--- src/rtl/grf_wport_arbiter_pkg.sv ---
// Shared widths, defaults and the FIFO entry type for the GRF write-port arbiter.
package grf_wport_arbiter_pkg;

  localparam int GRF_AW         = 5;
  localparam int GRF_DW         = 32;
  localparam int NREGS          = 2 ** GRF_AW;
  localparam int WPORT_DEPTH    = 2;
  localparam int WPORT_MAX_WAIT = 4;
  localparam int WAIT_W         = 4;

  typedef struct packed {
    logic [GRF_AW-1:0] a3;
    logic [GRF_DW-1:0] wd;
  } wport_entry_t;

  // Register 0 is hardwired, so it never appears as a pending destination.
  function automatic logic [NREGS-1:0] reg_onehot(input logic [GRF_AW-1:0] a3);
    reg_onehot     = '0;
    reg_onehot[a3] = 1'b1;
    reg_onehot[0]  = 1'b0;
  endfunction

endpackage

--- src/rtl/grf_wport_arbiter_fifo.sv ---
// In-order buffer for secondary GRF writes; exposes every slot so the top can build pend_mask.
module wport_fifo
  import grf_wport_arbiter_pkg::*;
#(
  parameter int DEPTH = WPORT_DEPTH
) (
  input  logic                         clk,
  input  logic                         reset,
  input  logic                         push,
  input  wport_entry_t                 push_ent,
  input  logic                         pop,
  output logic                         full,
  output logic                         empty,
  output wport_entry_t                 head,
  output wport_entry_t [DEPTH-1:0]     ents,
  output logic         [DEPTH-1:0]     vlds
);

  localparam int PW = (DEPTH > 1) ? $clog2(DEPTH) : 1;
  localparam int CW = PW + 1;

  logic         [PW-1:0]    wr_ptr;
  logic         [PW-1:0]    rd_ptr;
  logic         [CW-1:0]    count;
  logic         [DEPTH-1:0] vld;
  wport_entry_t [DEPTH-1:0] mem;
  logic                     do_push;
  logic                     do_pop;

  assign full    = (count == CW'(DEPTH));
  assign empty   = (count == '0);
  assign do_push = push & ~full;
  assign do_pop  = pop & ~empty;

  // Pointers wrap naturally because DEPTH is a power of two.
  always_ff @(posedge clk or negedge reset) begin
    if (!reset) begin
      wr_ptr <= '0;
      rd_ptr <= '0;
      count  <= '0;
      vld    <= '0;
    end else begin
      if (do_push) begin
        wr_ptr      <= wr_ptr + PW'(1);
        vld[wr_ptr] <= 1'b1;
      end
      if (do_pop) begin
        rd_ptr      <= rd_ptr + PW'(1);
        vld[rd_ptr] <= 1'b0;
      end
      unique case ({do_push, do_pop})
        2'b10:   count <= count + CW'(1);
        2'b01:   count <= count - CW'(1);
        default: count <= count;
      endcase
    end
  end

  // Payload storage carries no reset; slot validity lives in vld.
  always_ff @(posedge clk) begin
    if (do_push) mem[wr_ptr] <= push_ent;
  end

  assign head = mem[rd_ptr];
  assign ents = mem;
  assign vlds = vld;

endmodule

--- src/rtl/grf_wport_arbiter.sv ---
// Single GRF write port shared between W-stage writeback (always wins) and a buffered
// secondary producer that drains into idle W slots.
module grf_wport_arbiter
  import grf_wport_arbiter_pkg::*;
#(
  parameter int DEPTH    = WPORT_DEPTH,
  parameter int MAX_WAIT = WPORT_MAX_WAIT
) (
  input  logic              clk,
  input  logic              reset,
  input  logic              w_we,
  input  logic [GRF_AW-1:0] w_a3,
  input  logic [GRF_DW-1:0] w_wd,
  input  logic              s_valid,
  output logic              s_ready,
  input  logic [GRF_AW-1:0] s_a3,
  input  logic [GRF_DW-1:0] s_wd,
  output logic              grf_we,
  output logic [GRF_AW-1:0] grf_a3,
  output logic [GRF_DW-1:0] grf_wd,
  output logic [NREGS-1:0]  pend_mask,
  output logic              starve_stall,
  output logic              waw_err
);

  localparam logic [WAIT_W-1:0] WAIT_TOP = WAIT_W'(MAX_WAIT);

  logic                     w_busy;
  logic                     full;
  logic                     empty;
  logic                     push;
  logic                     pop;
  wport_entry_t             push_ent;
  wport_entry_t             head;
  wport_entry_t [DEPTH-1:0] ents;
  logic         [DEPTH-1:0] vlds;
  logic [WAIT_W-1:0]        wait_cnt;
  logic                     waw_q;

  assign w_busy = w_we & (w_a3 != '0);

  // Ready comes only from registered occupancy, so a same-cycle pop never frees a full FIFO.
  assign s_ready  = reset & ~full;
  assign push     = s_valid & s_ready & (s_a3 != '0);
  assign pop      = reset & ~w_busy & ~empty;
  assign push_ent = '{a3: s_a3, wd: s_wd};

  wport_fifo #(
    .DEPTH (DEPTH)
  ) u_fifo (
    .clk      (clk),
    .reset    (reset),
    .push     (push),
    .push_ent (push_ent),
    .pop      (pop),
    .full     (full),
    .empty    (empty),
    .head     (head),
    .ents     (ents),
    .vlds     (vlds)
  );

  always_comb begin
    grf_we = 1'b0;
    grf_a3 = '0;
    grf_wd = '0;
    if (reset) begin
      if (w_busy) begin
        grf_we = 1'b1;
        grf_a3 = w_a3;
        grf_wd = w_wd;
      end else if (!empty) begin
        grf_we = 1'b1;
        grf_a3 = head.a3;
        grf_wd = head.wd;
      end
    end
  end

  always_comb begin
    pend_mask = '0;
    for (int i = 0; i < DEPTH; i++) begin
      if (vlds[i]) pend_mask = pend_mask | reg_onehot(ents[i].a3);
    end
  end

  // Head-of-line wait: counts blocked cycles, saturates, clears when the head finally drains.
  always_ff @(posedge clk or negedge reset) begin
    if (!reset) begin
      wait_cnt <= '0;
    end else if (pop) begin
      wait_cnt <= '0;
    end else if (!empty && w_busy && (wait_cnt != WAIT_TOP)) begin
      wait_cnt <= wait_cnt + WAIT_W'(1);
    end
  end

  assign starve_stall = (wait_cnt == WAIT_TOP);

  // W data is still written on a collision; the flag only records that ordering was broken.
  always_ff @(posedge clk or negedge reset) begin
    if (!reset) begin
      waw_q <= 1'b0;
    end else if (w_busy && pend_mask[w_a3]) begin
      waw_q <= 1'b1;
    end
  end

  assign waw_err = waw_q;

endmodule

--- config.mk ---
export PLATFORM = sky130hd
export DESIGN_NAME = grf_wport_arbiter
export DESIGN_NICKNAME = d
export VERILOG_FILES = /design/src/rtl/grf_wport_arbiter_pkg.sv /design/src/rtl/grf_wport_arbiter_fifo.sv /design/src/rtl/grf_wport_arbiter.sv
export SDC_FILE = /design/constraint.sdc
export NUM_CORES = 1
export LEC_CHECK = 0
export BUFFER_PORTS_ARGS = -buffer_cell sky130_fd_sc_hd__buf_4
export CORE_ASPECT_RATIO = 2
export CORE_MARGIN = 5
export CORE_UTILIZATION = 46
export DETAILED_ROUTE_END_ITERATION = 6
export GPL_TIMING_DRIVEN = 1
export HOLD_SLACK_MARGIN = 0.02
export PLACE_DENSITY = 0.86
export SKIP_CTS_REPAIR_TIMING = 1
export SLEW_MARGIN = 30
export SYNTH_ARGS = -nofsm -noshare
export SYNTH_HDL_FRONTEND = slang
export SYNTH_SLANG_ARGS = --single-unit
--- constraint.sdc ---
create_clock -name clk -period 2.95 [get_ports clk]
set_input_delay 0.1475 -clock clk [delete_from_list [all_inputs] [get_ports clk]]
set_output_delay 0.1475 -clock clk [all_outputs]
set_load 0.005 [all_outputs]
==> metrics list <==
* Detailed Route Iter0 Violations: around 220
* Count of final max-slew check failures: 0
* Hold Crit Start: w_a3[4]
- For this design the static power due to leakage is approximately 2.6 nW.
- Setup slack on the worst reg-to-reg path comes out at ~0.74 ns.
* Clk Latency, worst-skew pair: ~0.33 ns
- In this run the cell area measured after placement is about 5800 um^2.
- Number of cells traversed by the worst register-to-register path: 6
- Registers take 2499 um^2.
- Antenna violations before repair: 0
- Clock-pin slew was measured on the worst setup and hold paths at ~0.060 ns.
- Measured along the x axis, the die boundary spans 80.58 um.
* Share of the synthesized area in the top cell type: about half
- Number of violations of the max-capacitance limit: 0
- The detail route stage leaves a number of antenna-violating nets equal to 0.
* Tcrit/Tclk final: approximately 83%
- Die area: roughly 12000 um^2
- Buffer cell driving the clock tree root: sky130_fd_sc_hd__clkbuf_16
* Maximum clock frequency: roughly 410 MHz
- By area the synthesized netlist is led by sky130_fd_sc_hd__edfxtp_1 (48%), sky130_fd_sc_hd__mux2i_1 (9.6%), sky130_fd_sc_hd__dfrtp_1 (6.0%).
- Hold-critical path depth: 3
- For this block, the via count after detailed routing is approximately 4000.
- STA classifies the critical path startpoint as a flop.
* Final nets: between 600 and 700
* Final cell count without fillers: between 600 and 700
* Leading cell type in the layout, fill and taps excluded: sky130_fd_sc_hd__buf_4
- Count of fill cells added during filler insertion: 690
- Post-synthesis instance area: 4583 um^2
- sky130_fd_sc_hd__edfxtp_1 takes more of the synthesized area than any other cell.
- Routed wire per std cell: about 20 um
- Layout cells sized above 1: between 30% and 40%
- GRT Total Usage: a little over a fifth
* Primary FF master, synth: sky130_fd_sc_hd__edfxtp_1
- Largest fanout on the critical path: 24
* Share of the yosys chip area belonging to registers: ~54%
- Setup repair after global routing left no endpoint under its margin.
- The floorplan has 51 rows.
- YS warnings: 0
* Final setup violation count: 0
- Clock tree synthesis found a total of 85 sinks.
- Final period demand of the worst path: between 2 and 2.5 ns
* Category of the worst setup path capture point: primary output
* First-pass GRT wire length: slightly below 20 mm
* Aggregate global routing overflow: 0
* Overall die height: approximately 150 um
- In the final layout, the multi-input gates occupy roughly 1900 um^2.
- From synthesis to final layout, the design area changed by 41.30%.
- In this run the power density over the cells is about 640 nW/um^2.
- The number of nets handed over by synthesis was 469.
- Class of the most critical setup path: flop to primary output
* PortBufs: between 100 and 150
* Core Box Area: 9763 um^2
- The worst register-to-register path begins at u_fifo.count[0].
- Final Routed Wirelength: 13.68 mm
- TritonCTS built the clock tree.
- The top cell types in the final layout, fill and taps aside, are sky130_fd_sc_hd__buf_4 (154), sky130_fd_sc_hd__edfxtp_1 (74), sky130_fd_sc_hd__mux2i_1 (44), sky130_fd_sc_hd__dlygate4sd3_1 (38), sky130_fd_sc_hd__nor2_1 (33).
- No sink is reached through more buffers than the 2 on the longest clock path.
* Worst Path Required: 2.80 ns
* Number of placed instances, taps included: 642
- RePlAce Congestion: about 1
- In this run, distinct cell masters in the synthesized netlist total 55.
* Via count of the first global-routing pass: between 3000 and 4000
- Dividing the detail-routed via count by the number of cells gives about 5.8.
- The run finished with clean final reports.
- Starting density of the core: 46.94%
- Pin placement for this block handled ~150 I/O pins.
- Dividing the synthesized area by the synthesized cell count gives 11.81 um^2.
* Register bit total from synthesis: 85
- After routing, the total negative slack on setup checks comes to 0 ns.
- IR drop worst, VDD: slightly below 0.0005 V
- Count of mapped cells out of synthesis: 388
- Buffers inserted during clock tree synthesis total 9.
- Pin count of the biggest net entering global routing: between 40 and 50
- The H-tree was split into 3 levels.
- After routing the design area is roughly 6500 um^2.
- Reg2reg end: u_fifo.ents[31]
* Critical Path AT: around 2.3 ns
- Total DRC errors in the routed layout: 0
- 0 antenna diodes ended up in the layout.
- Hold Worst Slack: 0.2128 ns
- The worst hold path belongs to the class input port to flop.
- Number of enable flip-flop cells after synthesis: between 70 and 80
* Hold Fails Final Rpt: 0
- Of all flip-flops after synthesis, the portion carrying an async set or reset was 12.94%.
* Worst Hold Path EP: waw_err
- Worst clock skew: about 0.0028 ns
* Slew HR: around a third
- Detailed placement ended at an HPWL of between 9 and 10 mm.
- The first detailed-routing pass ran for 5 iterations.
- At the pin with the least slew margin, the transition time is 0.9868 ns.
-- worst max-delay path, stage by stage, from the launching register on --
cell                       delay, ns
sky130_fd_sc_hd__dfrtp_1        0.41
sky130_fd_sc_hd__nor2_1         0.06
sky130_fd_sc_hd__buf_4          0.20
sky130_fd_sc_hd__nand2_1        0.08
sky130_fd_sc_hd__nand2_1        0.55
sky130_fd_sc_hd__a211oi_1       0.49
sky130_fd_sc_hd__buf_4          0.18
-- registers in the layout (all words and copies together) (netlist names) --
signal	flops
u_fifo.ents	74
wait_cnt	4
u_fifo.count	2
u_fifo.vlds	2
u_fifo.rd_ptr	1
u_fifo.wr_ptr	1
waw_err	1
-- kinds of logic (layout without fill, tap and decap cells) --
| kind of cell | count (synthesis) | after routing | synth area share, % |
|---|---|---|---|
| DFF | 85 | 85 | 54.49 |
| other | 1 | 1 | 0.08182 |
| and+or+nand+nor | 108 | 108 | 13.68 |
| adders and majority gates | 3 | 3 | 0.8191 |
| xor gates and xnor gates | 10 | 10 | 1.911 |
| AOI/OAI and AO/OA | 93 | 93 | 14.63 |
| muxes | 45 | 45 | 10.10 |
| buffers and inverters | 43 | 219 | 4.286 |
-- per-layer routing --
metal | routed length, um | share of wire (%) | global-route usage (%) | vias to the layer above
li1 | - | - | - | 1841
met1 | 4419 | 32 | 19.39 | 1948
met2 | 7813 | 57 | 40.53 | 189
met3 | 780 | 5.7 | 3.750 | 54
met4 | 662 | 4.8 | 14.38 | 0
met5 | 0 | 0 | 0 | -
-- power breakdown --
part	switching, mW	internal (mW)
Clock	0.424	0.653
Combinational	0.743	0.662
Sequential	0.136	1.52
Total	1.30	2.83
-- how the worst max path moves through the flow --
stage	slack (ns)	startpoint	endpoint
after floorplan	0.47	u_fifo.count[0]	u_fifo.ents[0]
after global placement	0.90	w_a3[0]	u_fifo.count[1]
after detailed placement	0.75	w_a3[0]	u_fifo.count[1]
after CTS	0.53	u_fifo.count[0]	grf_a3[1]
after global routing	0.33	u_fifo.count[0]	grf_wd[22]
final	0.50	u_fifo.count[0]	grf_wd[22]
-- cell type report --
cell class | count | share of cell area, %
clock buffers | 10 | 3.536
well taps | 132 | 2.550
repair buffers | 194 | 24.34
clock inverters | 6 | 0.9853
multi-input cells | 260 | 29.48
flip-flops and latches | 85 | 38.58
inverters | 9 | 0.5216
-- per-stage QoR --
stage | utilization (%) | setup slack (ns) | total power, mW
after detailed placement | 59.44 | 0.7528 | 3.018
after floorplan | - | 0.4669 | 2.483
after global placement | 59.44 | 0.8966 | 2.959
final | 66.33 | 0.5001 | 4.134
after global routing | 66.33 | 0.3252 | 4.327
after CTS | 62.44 | 0.5335 | 4.108
-- Yosys cell counts (3+ instances only) --
cell type / number
sky130_fd_sc_hd__a211oi_1: 23
sky130_fd_sc_hd__a21oi_1: 15
sky130_fd_sc_hd__buf_1: 4
sky130_fd_sc_hd__buf_2: 10
sky130_fd_sc_hd__clkbuf_1: 16
sky130_fd_sc_hd__dfrtp_1: 11
sky130_fd_sc_hd__edfxtp_1: 74
sky130_fd_sc_hd__ha_1: 3
sky130_fd_sc_hd__inv_1: 7
sky130_fd_sc_hd__mux2i_1: 44
sky130_fd_sc_hd__nand2_1: 9
sky130_fd_sc_hd__nand2b_1: 4
sky130_fd_sc_hd__nand4_1: 3
sky130_fd_sc_hd__nand4b_1: 6
sky130_fd_sc_hd__nand4bb_1: 5
sky130_fd_sc_hd__nor2_1: 33
sky130_fd_sc_hd__nor2b_1: 15
sky130_fd_sc_hd__nor3_1: 18
sky130_fd_sc_hd__o211ai_1: 3
sky130_fd_sc_hd__o221ai_1: 4
sky130_fd_sc_hd__o22ai_1: 29
sky130_fd_sc_hd__or2_2: 3
sky130_fd_sc_hd__xnor2_1: 4
sky130_fd_sc_hd__xor2_1: 6
No activity file was read; power rests on OpenSTA's default activity.
